## config.mk

```make
export PLATFORM = sky130hd
export DESIGN_NAME = parking_slot_allocator
export DESIGN_NICKNAME = d
export VERILOG_FILES = /design/src/rtl/parking_slot_allocator.sv
export SDC_FILE = /design/constraint.sdc
export NUM_CORES = 1
export LEC_CHECK = 0
export CORE_UTILIZATION = 54
export CTS_CLUSTER_DIAMETER = 80
export CTS_CLUSTER_SIZE = 10
export DETAILED_ROUTE_END_ITERATION = 10
export PLACE_DENSITY = 0.78
export SLEW_MARGIN = 30
export SYNTH_ARGS = -nofsm -noshare
export SYNTH_HDL_FRONTEND = slang
export SYNTH_SLANG_ARGS = --single-unit
```

## constraint.sdc

```tcl
create_clock -name clk -period 4.6 [get_ports clk]
set_input_delay 0.92 -clock clk [delete_from_list [all_inputs] [get_ports clk]]
set_output_delay 0.92 -clock clk [all_outputs]
set_load 0.05 [all_outputs]
```

## src/rtl/parking_slot_allocator.sv

```systemverilog
// Parking slot allocator: tracks an occupancy map and hands out free slots
// on request, using either lowest-free-index or round-robin selection.
module parking_slot_allocator #(
  parameter int unsigned NUM_SLOTS = 8,
  parameter int unsigned IDX_W     = $clog2(NUM_SLOTS),
  parameter int unsigned CNT_W     = $clog2(NUM_SLOTS + 1)
) (
  input  logic                 clk,
  input  logic                 rst_n,
  input  logic                 rr_mode,
  input  logic                 enter_req,
  input  logic                 exit_req,
  input  logic [IDX_W-1:0]     exit_slot,
  output logic                 assign_valid,
  output logic [IDX_W-1:0]     assign_slot,
  output logic [NUM_SLOTS-1:0] occupancy,
  output logic [CNT_W-1:0]     free_count,
  output logic                 full,
  output logic                 empty,
  output logic                 err
);

  logic [IDX_W-1:0]     last_slot;

  logic                 found;
  logic [IDX_W-1:0]     pick;
  logic [NUM_SLOTS-1:0] pick_mask;
  logic                 exit_hit;
  logic [NUM_SLOTS-1:0] exit_mask;

  logic                 enter_ok;
  logic                 exit_ok;
  logic [NUM_SLOTS-1:0] occupancy_n;
  logic [CNT_W-1:0]     free_count_n;
  logic                 full_n;
  logic                 empty_n;
  logic                 assign_valid_n;
  logic [IDX_W-1:0]     assign_slot_n;
  logic [IDX_W-1:0]     last_slot_n;
  logic                 err_n;

  // Free-slot search over the pre-edge map; round-robin starts after last_slot.
  always_comb begin
    int unsigned start;
    int unsigned probe;
    found     = 1'b0;
    pick      = '0;
    pick_mask = '0;
    start     = 0;
    probe     = 0;
    if (rr_mode && (32'(last_slot) + 32'd1 < NUM_SLOTS)) begin
      start = 32'(last_slot) + 32'd1;
    end
    for (int unsigned i = 0; i < NUM_SLOTS; i++) begin
      probe = start + i;
      if (probe >= NUM_SLOTS) begin
        probe = probe - NUM_SLOTS;
      end
      if (!found && !occupancy[IDX_W'(probe)]) begin
        found     = 1'b1;
        pick      = IDX_W'(probe);
        pick_mask = NUM_SLOTS'(1) << probe;
      end
    end
  end

  // Exit lookup; an index beyond the lot never matches and so reads as free.
  always_comb begin
    exit_hit  = 1'b0;
    exit_mask = '0;
    for (int unsigned j = 0; j < NUM_SLOTS; j++) begin
      if (exit_slot == IDX_W'(j)) begin
        exit_hit     = occupancy[j];
        exit_mask[j] = 1'b1;
      end
    end
  end

  always_comb begin
    enter_ok       = enter_req && found;
    exit_ok        = exit_req && exit_hit;
    occupancy_n    = (occupancy | (enter_ok ? pick_mask : '0)) & ~(exit_ok ? exit_mask : '0);
    free_count_n   = free_count - CNT_W'(enter_ok) + CNT_W'(exit_ok);
    full_n         = (free_count_n == '0);
    empty_n        = (free_count_n == CNT_W'(NUM_SLOTS));
    assign_valid_n = enter_ok;
    assign_slot_n  = assign_slot;
    last_slot_n    = last_slot;
    if (enter_ok) begin
      assign_slot_n = pick;
      last_slot_n   = pick;
    end
    // One err pulse covers either or both rejected requests.
    err_n = (enter_req && !found) || (exit_req && !exit_hit);
  end

  always_ff @(posedge clk or negedge rst_n) begin
    if (!rst_n) begin
      occupancy    <= '0;
      free_count   <= CNT_W'(NUM_SLOTS);
      full         <= 1'b0;
      empty        <= 1'b1;
      assign_valid <= 1'b0;
      assign_slot  <= '0;
      last_slot    <= IDX_W'(NUM_SLOTS - 1);
      err          <= 1'b0;
    end else begin
      occupancy    <= occupancy_n;
      free_count   <= free_count_n;
      full         <= full_n;
      empty        <= empty_n;
      assign_valid <= assign_valid_n;
      assign_slot  <= assign_slot_n;
      last_slot    <= last_slot_n;
      err          <= err_n;
    end
  end

endmodule

```

==> results of run 1 <==
[registers in the layout, indices dropped and copies added, names as in the netlist]
register / cells
occupancy: 8
free_count: 4
assign_slot: 3
last_slot: 3
assign_valid: 1
empty: 1
err: 1
full: 1
[worst reg2reg max path, stage by stage, from the launching register on]
cell	delay (ps)
dfstp_2	630
ha_1	270
nand3_2	130
inv_2	70
ha_4	180
nor2b_4	170
nand3_4	100
nand3_4	110
mux4_2	540
nor4_4	320
a21o_1	210
inv_2	50
ha_1	260
inv_1	60
ha_2	170
inv_1	50
fa_1	480
inv_1	60
or3_1	360
nor2b_1	120
[metrics by stage]
stage	area [sq um]	instances	setup TNS, ps
after floorplan	3130	355	0
after global placement	3730	479	-200
after detailed placement	3730	479	-482
after CTS	3780	483	0
after global routing	3830	485	-10.5
final	3830	485	0
[synthesized netlist by cell type (all sizes together) (8+ instances only)]
cell type | instances | area, sq um
mux4 | 8 | 180
a21o | 8 | 60.1
o211ai | 9 | 77.6
nand4 | 10 | 62.6
inv | 22 | 82.6
mux2i | 13 | 134
a211oi | 11 | 95.1
and3 | 8 | 50.1
ha | 19 | 238
buf | 12 | 72.6
nand3 | 16 | 85.1
dfrtp | 17 | 425
nor2 | 17 | 63.8
a31oi | 12 | 75.1
clkbuf | 9 | 33.8
a21oi | 27 | 139
nand2 | 18 | 67.6
[cell type report]
type                       instances  area, sq um
clock buffer                       4         55.1
fill                             383         1410
inverter                          22         82.6
multi-input combinational        290         2390
sequential                        22          557
tap                               70         87.6
timing repair buffer              77          653
[cells in the final DEF, fill, tap and decap left out, types with 5 or more instances in the layout]
cell type,n
and3_1,8
nand4_1,10
mux2i_1,11
a22oi_1,5
inv_2,5
a21o_1,8
mux4_2,8
a21oi_1,25
buf_4,50
dfrtp_1,17
nor2_1,17
nand2_1,18
dfstp_2,5
o211ai_1,7
nand2b_1,6
nand3_1,11
a31oi_1,12
o32ai_1,6
ha_1,16
inv_1,17
clkdlybuf4s50_1,24
a211oi_1,10
[cell families after synthesis]
family / Yosys count
mux: 27
xor+xnor: 3
fa+ha+maj: 20
other cells: 2
flops: 22
simple gates: 113
buf+inv: 43
compound gates: 124
[how the worst max path moves through the flow]
stage / startpoint / end / slack, ps / depth (start not counted)
global route: last_slot[0]$_DFFE_PN1P_ / empty$_DFF_PN1_ / -9 / 19
CTS: rr_mode / empty$_DFF_PN1_ / 10 / 20
global placement: rr_mode / empty$_DFF_PN1_ / -110 / 21
finish: last_slot[0]$_DFFE_PN1P_ / empty$_DFF_PN1_ / 190 / 19
floorplan: rr_mode / empty$_DFF_PN1_ / 3 / 21
detailed placement: rr_mode / empty$_DFF_PN1_ / -250 / 18
[timing repair]
| item | in CTS | in global routing |
|---|---|---|
| resized for setup | 0 | 6 |
| hold buffers | 0 | 0 |
| setup endpoints to repair | 0 | 2 |
| setup buffers | 0 | 2 |
[per-layer routing]
layer,part of all wire [%],track usage (%),up-vias
met5,0,0,-
li1,-,-,1518
met1,40,48.4,1580
met4,3.2,11.7,0
met2,47,57.1,234
met3,10,3.10,35
[power breakdown]
group	switching, mW	internal (mW)
logic	1.54	1.07
clock network	0.0647	0.0764
registers	0.138	0.289
total	1.75	1.44
==> results.toml, run 1 <==
[outcome]
status = "finished, final reports clean"

[critical_path]
crit_path_start_kind = "flop"
arrival_ps = 4610
worst-setup-path-type = "flop to flop"
crit_buf_inv = 5
crit_chain = "ha_1 > nand3_2 > inv_2 > ha_4 > nor2b_4 > nand3_4 > nand3_4 > mux4_2 > nor4_4 > a21o_1 > inv_2 > ha_1 > inv_1 > ha_2 > inv_1 > fa_1 > inv_1 > or3_1 > nor2b_1"
ff2ff_path_depth = 19
reg2reg_slack_ps = 190
cpMaxStageDelayCell = "dfstp_2"
reg2reg_from = "last_slot[0]$_DFFE_PN1P_"
crit_path_max_fanout = 10
slowest_delay_ps = 630
end_kind = "flop"
cp_top_family = "adder cells"
crit_required_ps = 4810
worstReg2RegEnd = "empty$_DFF_PN1_"
path_common_cell = "inv_1"

[pwr]
pwr_density_cell_nw_per_um2 = 833
ir_drop_mv = 0.422
design_power_total_mw = 3.19
p_leak_nw = 1.58

[floorplanning]
start_util_pct = 57.8
dieArea_sq_um = 5910
core_sq_um = 5240
die_y_um = 76.9
die_w_um = 76.9
rows = 26
ios = 27

[worst_hold_path]
min_path_cells = 1
worstHoldStart = "assign_slot[2]$_DFFE_PN0P_"
holdPathEnd = "assign_slot[2]$_DFFE_PN0P_"
hold_path_class = "flop to flop"

[global_route]
grt_antenna_before_repair = 0
grt_pass1_vias = 3184
grt_pass1_wl_mm = 16.5
grt_max_degree = 24
grtUsageTotal_pct = 35.0
overflow = 0

[cts]
tritoncts = "done"
clock_latency_ps = 260
htreeDepth = 1
path_clk_slew_ps = 80
root_buffer = "clkbuf_8"
clock_sink_count = 22
clk_path_buf_depth = 2
cts_buffers = 3

[logic_synthesis]
ys.flop_type = "dfrtp_1"
synth_edf_count = 0
syn_area_per_cell_sq_um = 8.55
synthMuxAreaShare_pct = 12.6
syn_area_sq_um = 3030
synth-async-reset-ratio_pct = 100
synthXorXnorAreaFrac_pct = 0.868
synth_top_family_by_area = "compound AO/OA/AOI/OAI gates"
synthSimpleGateAreaFrac_pct = 22.5
synth.distinct_cells = 77
ys_seq_area_share_pct = 18.4
ys_seq_elements = 22
synth_compound_area_share_pct = 30.6
netlist_instances = 354
yosysWarnings = 0
synth_fa_ha_area_share_pct = 8.51

[drt]
wirelength_mm = 10.1
wl_per_cell_um = 20.7
drtAntennaViolNets = 0
via_count = 3367
drt-vias-per-instance = 6.94
first_pass_iters = 5
drtIter0Drc = 474
drcViolationCount = 0

[layout]
nets = 444
drive_gt1_share_pct = 27.5
fin_util_pct = 73.1
antenna_cells = 0
syn_to_final_growth_pct = 26.4

[place]
post-place-ws_ps = -252
hpwl_mm = 7.77
gp_congestion = 1.01
port_buffers = 26

[timing]
setup_slack_ps = 191
hold_slack_ps = 487
finalHoldViolations = 0
final.period_utilization_pct = 95.8
slew_viol_final = 0
setup_violations = 0
worst_slew_pin_slew_ps = 724
fmax_mhz = 227
max-slew-margin-rel_pct = 50.3
clock-skew-final_ps = 2.69
period_needed_ps = 4410

[run]
drv_cap = 0
No activity file was read; power rests on OpenSTA's default activity.
==> inputs of run 2 (changes only) <==
--- a/config.mk
+++ b/config.mk
@@ -5,11 +5,12 @@
 export SDC_FILE = /design/constraint.sdc
 export NUM_CORES = 1
 export LEC_CHECK = 0
-export CORE_UTILIZATION = 54
+export CORE_UTILIZATION = 59
 export CTS_CLUSTER_DIAMETER = 80
 export CTS_CLUSTER_SIZE = 10
 export DETAILED_ROUTE_END_ITERATION = 10
-export PLACE_DENSITY = 0.78
+export HOLD_SLACK_MARGIN = 0.15
+export PLACE_DENSITY = 0.81
 export SLEW_MARGIN = 30
 export SYNTH_ARGS = -nofsm -noshare
 export SYNTH_HDL_FRONTEND = slang
==> constraint.sdc (replaced) <==
create_clock -name clk -period 4.75 [get_ports clk]
set_input_delay 0.95 -clock clk [delete_from_list [all_inputs] [get_ports clk]]
set_output_delay 0.95 -clock clk [all_outputs]
set_load 0.05 [all_outputs]
==> run 2 against run 1 <==
  * Die area decreased by 8.3%
  * Hold slack better by 14 ps
  * Setup slack worse by 170 ps
  * Critical path depth is 1 higher
==> results.toml, run 2 (synthesis gave the netlist of run 1 again) <==
[critical_path]
end_kind = "flop"
reg2reg_from = "last_slot[0]$_DFFE_PN1P_"
worstReg2RegEnd = "empty$_DFF_PN1_"
crit_path_max_fanout = 5
crit_path_start_kind = "input pin"
worst-setup-path-type = "input pin to flop"
crit_required_ps = 4950
reg2reg_slack_ps = 150
arrival_ps = 4940
ff2ff_path_depth = 18

[global_route]
grt_antenna_before_repair = 0
grt_pass1_wl_mm = 16.9
overflow = 0
grt_max_degree = 24
grt_pass1_vias = 3246
grtUsageTotal_pct = 41.4

[layout]
syn_to_final_growth_pct = 26.6
design_area_sq_um = 3830
largestRegisters = "occupancy: 8 flops, free_count: 4 flops"
multi_input_area_sq_um = 2360
final_common_cell = "buf_4"
antenna_cells = 0
largest_reg_flops = 8
mostFrequentLayoutCells = "57 x buf_4, 25 x a21oi_1, 24 x clkdlybuf4s50_1"
seq_area_sq_um = 557
stdcell_count = 488
nets = 450
fill_cells = 334
top_register = "occupancy"
drive_gt1_share_pct = 28.0

[drt]
wl_per_cell_um = 22.6
wirelength_mm = 11.0
via_count = 3507
drtIter0Drc = 539
drcViolationCount = 0
drt-vias-per-instance = 7.19
first_pass_iters = 6
drtAntennaViolNets = 0

[pwr]
share_comb_of_total_power_pct = 81.5
clockPowerShare_pct = 5.6
ir_drop_mv = 0.412
intPower_mw = 1.42
p_leak_nw = 1.61
p_sw_share_pct = 55.2
sequentialPowerShare_pct = 12.9
netSwitchingPower_mw = 1.75
design_power_total_mw = 3.18
pwr_density_cell_nw_per_um2 = 829

[floorplanning]
ios = 27
dieArea_sq_um = 5420
die_y_um = 73.6
die_w_um = 73.6
rows = 25
start_util_pct = 62.9
core_sq_um = 4820

[timing]
worst_slew_pin_slew_ps = 750
hold_slack_ps = 502
finalHoldViolations = 0
fmax_mhz = 211
final.period_utilization_pct = 99.6
setup_violations = 0
tns_ps = 0
clock-skew-final_ps = 6.48
slew_viol_final = 0
max-slew-margin-rel_pct = 50.0
period_needed_ps = 4730

[cts]
clock_latency_ps = 270
cts_buffers = 3
htreeDepth = 1
path_clk_slew_ps = 90
root_buffer = "clkbuf_8"
tritoncts = "done"
clk_path_buf_depth = 2
clock_sink_count = 22
cts_hold_buffers = 0

[place]
hpwl_mm = 7.72
post_dp_cell_area_sq_um = 3680
gp_congestion = 1.02
dp_cells = 475
port_buffers = 26

[worst_hold_path]
min_path_cells = 1
worstHoldStart = "assign_slot[1]$_DFFE_PN0P_"
holdPathEnd = "assign_slot[1]$_DFFE_PN0P_"
hold_path_class = "flop to flop"

[outcome]
status = "finished, final reports clean"

[run]
drv_cap = 0
==> run 2: cell types whose count changed in the layout (fill, tap and decap cells not counted), moves of 2 or more <==
cell,delta
nor2b_2,+3
nor2b_4,-2
buf_4,+7
ha_2,-2
ha_1,+2
==> run 2: repair_timing <==
item | 4_1_cts | 5_1_grt
endpoints found under the hold margin | 0 | 0
pin swaps | 3 | 2
gates resized for setup | 3 | 3
endpoints found under the setup margin | 2 | 2
buffers inserted | 6 | 3
==> run 2: power by group through the flow <==
stage,Clock (mW),Sequential [mW],Combinational [mW]
5_1_grt,0.185,0.416,2.73
3_5_place_dp,0,0.403,2.39
2_1_floorplan,0,0.568,1.39
6_report,0.179,0.411,2.59
3_3_place_gp,0,0.400,2.34
4_1_cts,0.176,0.399,2.44
==> run 2: stage by stage <==
step	setup slack, ps	utilization, %
6_report	19.0	79.6
5_1_grt	-83.8	79.6
4_1_cts	174	79.1
3_5_place_dp	-365	76.5
3_3_place_gp	-37.7	76.5
2_1_floorplan	9.92	-
==> run 2: metal layers <==
| metal | vias to the layer above | global-route usage (%) | routed length, um |
|---|---|---|---|
| met1 | 1633 | 56.7 | 4370 |
| met4 | 0 | 16.5 | 517 |
| met3 | 56 | 4.94 | 1050 |
| met2 | 284 | 66.5 | 5100 |
| li1 | 1534 | - | - |
| met5 | - | 0 | 0 |
==> run 2: worst max-delay path, cell delays in order <==
cell,delay [ps]
dlygate4sd2_1,290
nand2b_1,190
buf_4,140
ha_1,200
buf_4,190
o211ai_1,140
buf_4,190
nand3_2,70
mux4_2,520
inv_1,110
a21o_1,180
inv_2,50
ha_1,280
inv_1,50
ha_1,160
inv_1,70
fa_1,480
inv_1,50
or3_1,430
nor2b_2,170
==> run 2: worst max-delay path by stage <==
stage                       start         endpoint  slack, ps  cells past startpoint
final                     rr_mode  empty$_DFF_PN1_         20                     20
after global routing      rr_mode  empty$_DFF_PN1_        -80                     20
after CTS                 rr_mode  empty$_DFF_PN1_        170                     19
after detailed placement  rr_mode  empty$_DFF_PN1_       -370                     18
after global placement    rr_mode  empty$_DFF_PN1_        -40                     18
after floorplan           rr_mode  empty$_DFF_PN1_         10                     21
==> run 2: layout make-up <==
| type | instances | area share, % |
|---|---|---|
| well taps | 67 | 2.19 |
| inverters | 22 | 2.15 |
| flip-flops and latches | 22 | 14.5 |
| repair buffers | 83 | 17.8 |
| clock inverters | 1 | 0.783 |
| multi-input cells | 290 | 61.5 |
| clock buffers | 3 | 1.08 |
